<file path="config.mk">
export PLATFORM = sky130hd
export DESIGN_NAME = mem_arbiter
export DESIGN_NICKNAME = d
export VERILOG_FILES = /design/src/rtl/mem_arb_pkg.sv /design/src/rtl/arb_pick.sv /design/src/rtl/mem_arbiter.sv
export SDC_FILE = /design/constraint.sdc
export NUM_CORES = 1
export LEC_CHECK = 0
export ABC_AREA = 1
export BUFFER_PORTS_ARGS = -buffer_cell sky130_fd_sc_hd__buf_2
export CELL_PAD_IN_SITES_DETAIL_PLACEMENT = 2
export CELL_PAD_IN_SITES_GLOBAL_PLACEMENT = 2
export CORE_ASPECT_RATIO = 1.75
export CORE_UTILIZATION = 24
export CTS_CLUSTER_DIAMETER = 80
export DETAILED_ROUTE_END_ITERATION = 10
export PLACE_DENSITY_LB_ADDON = 0.1
export SETUP_SLACK_MARGIN = 0.4
export SLEW_MARGIN = 0
export SYNTH_ARGS = -nofsm -noshare
export SYNTH_HDL_FRONTEND = slang
export SYNTH_HIERARCHICAL = 1
export SYNTH_SLANG_ARGS = --single-unit
</file>
<file path="constraint.sdc">
create_clock -name clk -period 1.5 [get_ports clk]
set_input_delay 0.15 -clock clk [delete_from_list [all_inputs] [get_ports clk]]
set_output_delay 0.15 -clock clk [all_outputs]
set_load 0.05 [all_outputs]
</file>
<file path="src/rtl/mem_arb_pkg.sv">
// Shared types and constants for the unified-memory arbiter.
// No logic here. Used by mem_arbiter and arb_pick.
package mem_arb_pkg;

  typedef enum logic [1:0] {
    IDLE   = 2'd0,
    ACCESS = 2'd1,
    RESP   = 2'd2
  } state_t;

  localparam logic REQ_FETCH = 1'b0;
  localparam logic REQ_DATA  = 1'b1;

  // Wide enough for the largest legal WAIT_CYCLES-1 (14).
  localparam int CNT_W = 4;

endpackage

</file>
<file path="src/rtl/arb_pick.sv">
// Combinational winner select between fetch and data; MEM_ARB_RR_EN selects round-robin, else data-over-fetch.
// Zero latency; pure function of the current requests and last winner, no backpressure.
module arb_pick
  import mem_arb_pkg::*;
(
  input  logic if_req_i,
  input  logic d_req_i,
  input  logic last_winner_i,
  output logic pick_vld_o,
  output logic pick_id_o
);

  assign pick_vld_o = if_req_i | d_req_i;

`ifdef MEM_ARB_RR_EN
  always_comb begin
    pick_id_o = REQ_DATA;
    if (if_req_i && d_req_i) begin
      // On a tie, the requester that did not win last time goes first.
      pick_id_o = (last_winner_i == REQ_FETCH) ? REQ_DATA : REQ_FETCH;
    end else if (if_req_i) begin
      pick_id_o = REQ_FETCH;
    end
  end
`else
  logic unused_last;
  assign unused_last = last_winner_i;

  always_comb begin
    pick_id_o = REQ_DATA;
    if (if_req_i && !d_req_i) begin
      pick_id_o = REQ_FETCH;
    end
  end
`endif

endmodule

</file>
<file path="src/rtl/mem_arbiter.sv">
// Shares one fixed-latency single-ported memory between fetch and data requesters (MEM_ARB_RR_EN: round-robin ties).
// Latency: gnt at N+1, rvalid at N+WAIT_CYCLES+1; requests are only sampled in IDLE, requesters hold until gnt.
module mem_arbiter #(
  parameter int ADDR_W      = 32,
  parameter int DATA_W      = 32,
  parameter int WAIT_CYCLES = 2
) (
  input  logic              clk,
  input  logic              reset,
  input  logic              if_req,
  input  logic [ADDR_W-1:0] if_addr,
  output logic              if_gnt,
  output logic              if_rvalid,
  output logic [DATA_W-1:0] if_rdata,
  input  logic              d_req,
  input  logic              d_we,
  input  logic [ADDR_W-1:0] d_addr,
  input  logic [DATA_W-1:0] d_wdata,
  output logic              d_gnt,
  output logic              d_rvalid,
  output logic [DATA_W-1:0] d_rdata,
  output logic              mem_en,
  output logic              mem_we,
  output logic [ADDR_W-1:0] mem_addr,
  output logic [DATA_W-1:0] mem_wdata,
  input  logic [DATA_W-1:0] mem_rdata,
  output logic              busy
);
  import mem_arb_pkg::*;

  localparam logic [CNT_W-1:0] CNT_LOAD = CNT_W'(WAIT_CYCLES - 1);

  state_t             state_q;
  logic [CNT_W-1:0]   cnt_q;
  logic               own_q;
  logic               last_q;
  logic [ADDR_W-1:0]  addr_q;
  logic [DATA_W-1:0]  wdata_q;
  logic               we_q;
  logic               mem_en_q;
  logic               busy_q;
  logic               if_gnt_q;
  logic               d_gnt_q;
  logic               if_rvalid_q;
  logic               d_rvalid_q;
  logic [DATA_W-1:0]  if_rdata_q;
  logic [DATA_W-1:0]  d_rdata_q;
  logic               pick_vld_d;
  logic               pick_id_d;

  arb_pick u_pick (
    .if_req_i      (if_req),
    .d_req_i       (d_req),
    .last_winner_i (last_q),
    .pick_vld_o    (pick_vld_d),
    .pick_id_o     (pick_id_d)
  );

  always_ff @(posedge clk) begin
    if (!reset) begin
      state_q     <= IDLE;
      cnt_q       <= '0;
      own_q       <= REQ_FETCH;
      last_q      <= REQ_FETCH;
      addr_q      <= '0;
      wdata_q     <= '0;
      we_q        <= 1'b0;
      mem_en_q    <= 1'b0;
      busy_q      <= 1'b0;
      if_gnt_q    <= 1'b0;
      d_gnt_q     <= 1'b0;
      if_rvalid_q <= 1'b0;
      d_rvalid_q  <= 1'b0;
      if_rdata_q  <= '0;
      d_rdata_q   <= '0;
    end else begin
      if_gnt_q    <= 1'b0;
      d_gnt_q     <= 1'b0;
      if_rvalid_q <= 1'b0;
      d_rvalid_q  <= 1'b0;
      case (state_q)
        IDLE: begin
          if (pick_vld_d) begin
            state_q  <= ACCESS;
            cnt_q    <= CNT_LOAD;
            own_q    <= pick_id_d;
            last_q   <= pick_id_d;
            mem_en_q <= 1'b1;
            busy_q   <= 1'b1;
            if (pick_id_d == REQ_DATA) begin
              addr_q  <= d_addr;
              wdata_q <= d_wdata;
              we_q    <= d_we;
              d_gnt_q <= 1'b1;
            end else begin
              addr_q   <= if_addr;
              wdata_q  <= '0;
              we_q     <= 1'b0;
              if_gnt_q <= 1'b1;
            end
          end
        end
        ACCESS: begin
          if (cnt_q == '0) begin
            state_q  <= RESP;
            mem_en_q <= 1'b0;
            we_q     <= 1'b0;
            // Stores complete with rvalid but must not disturb the held load data.
            if (!we_q) begin
              if (own_q == REQ_DATA) d_rdata_q  <= mem_rdata;
              else                   if_rdata_q <= mem_rdata;
            end
            if (own_q == REQ_DATA) d_rvalid_q  <= 1'b1;
            else                   if_rvalid_q <= 1'b1;
          end else begin
            cnt_q <= cnt_q - 1'b1;
          end
        end
        RESP: begin
          state_q <= IDLE;
          busy_q  <= 1'b0;
        end
        default: begin
          state_q <= IDLE;
          busy_q  <= 1'b0;
        end
      endcase
    end
  end

  assign if_gnt    = if_gnt_q;
  assign d_gnt     = d_gnt_q;
  assign if_rvalid = if_rvalid_q;
  assign d_rvalid  = d_rvalid_q;
  assign if_rdata  = if_rdata_q;
  assign d_rdata   = d_rdata_q;
  assign mem_en    = mem_en_q;
  assign mem_we    = we_q;
  assign mem_addr  = addr_q;
  assign mem_wdata = wdata_q;
  assign busy      = busy_q;

endmodule

</file>
==> results.toml <==
[run_status]
status = "complete, no violations"

[yosys]
synth_top_family_by_area = "simple AND/OR/NAND/NOR gates"
syn_area_per_cell_um2 = 7.47
yosysMostFrequentCell = "nand2_1"
synthAdderAreaFrac_pct = 0.214
yosysSeqAreaShare_pct = 48.7
synthSimpleGateAreaFrac_pct = 33.8
synth_top_cell_by_area = "dfxtp_1"
synth_seq_cells = 142
synth-xor-area-share_pct = 0
synth_top_area_share_pct = 48.7
yosys.cell_types.count = 23
synthesis.nets = 916
synthTopCellsByCount = "211 x nand2_1, 142 x dfxtp_1, 139 x nor2_1, 109 x nand3_1, 42 x inv_1"
async_flop_share_pct = 0
muxShareOfSynthArea_pct = 0
synth_compound_area_share_pct = 8.35
synthesis.instances = 782
synth_area_um2 = 5840
synth-edff-count = 0
synth_area_leaders = "dfxtp_1 49%, nand2_1 14%, nand3_1 9.3%"
synth-main-ff-cell = "dfxtp_1"
ys_warn_count = 6

[timing]
hold_viol = 0
fin_crit_sh_pct = 94.4
skew_ps = 9.36
setup_viol = 0
report.final.slew_viol_count = 0
relSlewSlack_pct = 64.4
rsz0062_at_grt = "yes"
post-route-min-period_ps = 1420
max_freq_ghz = 0.706
worst_pin_slew_ps = 534
tns_ps = 0

[placement]
io_buffers = 267
post_dp_cell_area_um2 = 7560
gp_congestion = 0.702
hpwl_um = 15900

[global_route]
grt_max_degree = 60
grt_pass1_vias = 7645
grt_pass1_wl_um = 41500
overflow = 0
grtUsageTotal_pct = 21.8
antenna_found_initial = 0

[setup_path]
cp_max_fo = 16
endpoint_kind = "register"
critPathKind = "register to register"
cp_data_arrival_time_ps = 1770
crit_required_ps = 1850
crit_path_start_kind = "register"

[routing]
first_pass_iters = 4
via_per_inst = 4.64
drt_iter0_markers = 170
num_vias = 6832
drt.antenna.violating_nets = 0
drc = 0
wl_per_cell_um = 20.0
wirelength_um = 29400

[floorplanning]
die-area_um2 = 25000
die_x_um = 120
start_util_pct = 24.4
die_h_um = 208
core.rowCount = 75
io-pin-count = 268
coreArea_um2 = 23900

[clock_network]
root_buffer = "clkbuf_16"
ctsHtreeMaxLevel = 4
clk_latency_ps = 430
path_clk_slew_ps = 60
cts_buffers = 17
cts.path.max_buffers = 2
numClockSinks = 142
cts_tree = "yes"

[final_layout]
stdcell_area_um2 = 11800
fill_cells = 2558
antennaDiodeCount = 0
regArea_um2 = 3060
multi_input_area_um2 = 3300
syn_to_final_growth_pct = 103
final_util_pct = 49.5
final_nets = 1284
drive_above_1_share_pct = 60.5

[worst_hold_path]
hold_class = "primary input to register"

[power_and_ir_drop]
pwr_density_cell_nw_per_um2 = 1350
irDropWorstVdd_mv = 0.722
power.leakage_nw = 5.57

[run]
cap_violations = 0
flip-flops by register name (all words and copies together) (netlist names):
| signal | flops |
|---|---|
| d_rdata | 32 |
| if_rdata | 32 |
| mem_addr | 32 |
| mem_wdata | 32 |
| cnt_q | 4 |
| state_q | 2 |
| busy | 1 |
| d_gnt | 1 |
| d_rvalid | 1 |
| if_gnt | 1 |
| if_rvalid | 1 |
| last_q | 1 |
| mem_en | 1 |
| mem_we | 1 |
cell usage in the layout, fill, tap and decap left out, types with 25 or more instances in the layout:
cell	Yosys	routed
nand3_1	109	63
inv_1	42	36
o211a_1	32	32
buf_6	12	49
buf_8	0	111
buf_2	12	131
nand3_2	0	42
nor2_1	139	102
dfxtp_2	0	118
buf_4	7	47
nor2_4	5	25
dlygate4sd3_1	0	33
nand2_1	211	176
logic make-up after synthesis:
family,count (synthesis)
DFF,142
adders and majority gates,1
AOI/OAI and AO/OA,65
and+or+nand+nor,470
buffers and inverters,104
report_power, final:
group | leakage (nW) | switching [mW] | internal [mW]
registers | 1.22 | 0.462 | 4.34
logic | 4.06 | 3.80 | 3.08
clock network | 0.285 | 1.67 | 2.57
area by class of cell:
cell class | count | area share [%]
Clock buffer | 25 | 4.10
Clock inverter | 7 | 0.719
Inverter | 50 | 1.69
Multi-Input combinational cell | 536 | 27.9
Sequential cell | 142 | 25.9
Tap cell | 308 | 3.26
Timing Repair Buffer | 403 | 36.5
path summary, 6_finish.rpt:
| kind | from | endpoint | slack [ps] | cells after the start |
|---|---|---|---|---|
| max | state_q[1] | d_rdata[18] | 80 | 7 |
| min | if_addr[1] | mem_addr[1] | 60 | 4 |
| max reg2reg | state_q[1] | d_rdata[18] | 80 | 7 |
| min reg2reg | mem_wdata[12] | mem_wdata[12] | 480 | 2 |
worst max-delay path, cell delays in order (launching register included):
cell	delay (ps)
dfxtp_4	360
nor2_4	120
buf_6	110
nand3_4	90
nor2_4	220
clkbuf_16	240
nor2_1	50
nor2_1	130
per-layer routing:
layer	vias up	global-route usage, %	share of wire (%)
met5	-	0	0
met4	0	8.53	3.4
met3	54	5.70	4.7
met2	206	43.3	59
met1	3352	20.5	33
li1	3220	-	-
stage by stage:
| step | worst slack (ps) | hold WS (ps) | cells | total power, mW |
|---|---|---|---|---|
| finish | 83.9 | 56.4 | 1471 | 15.9 |
| global route | -2.18 | 61.7 | 1471 | 16.6 |
| CTS | 141 | 32.4 | 1441 | 15.3 |
| detailed placement | 138 | 349 | 1328 | 8.82 |
| global placement | 158 | 340 | 1328 | 8.75 |
| floorplan | 331 | 253 | 782 | 7.60 |
repair_timing:
item                                   4_1_cts  5_1_grt
pin swaps                                   20       41
endpoints found under the hold margin       33        0
hold buffers                                33        0
cloned                                      13        5
resized for setup                          590      189
setup endpoints to repair                  276      246
setup buffers                               35       25
Power figures use the tool's default switching activity.
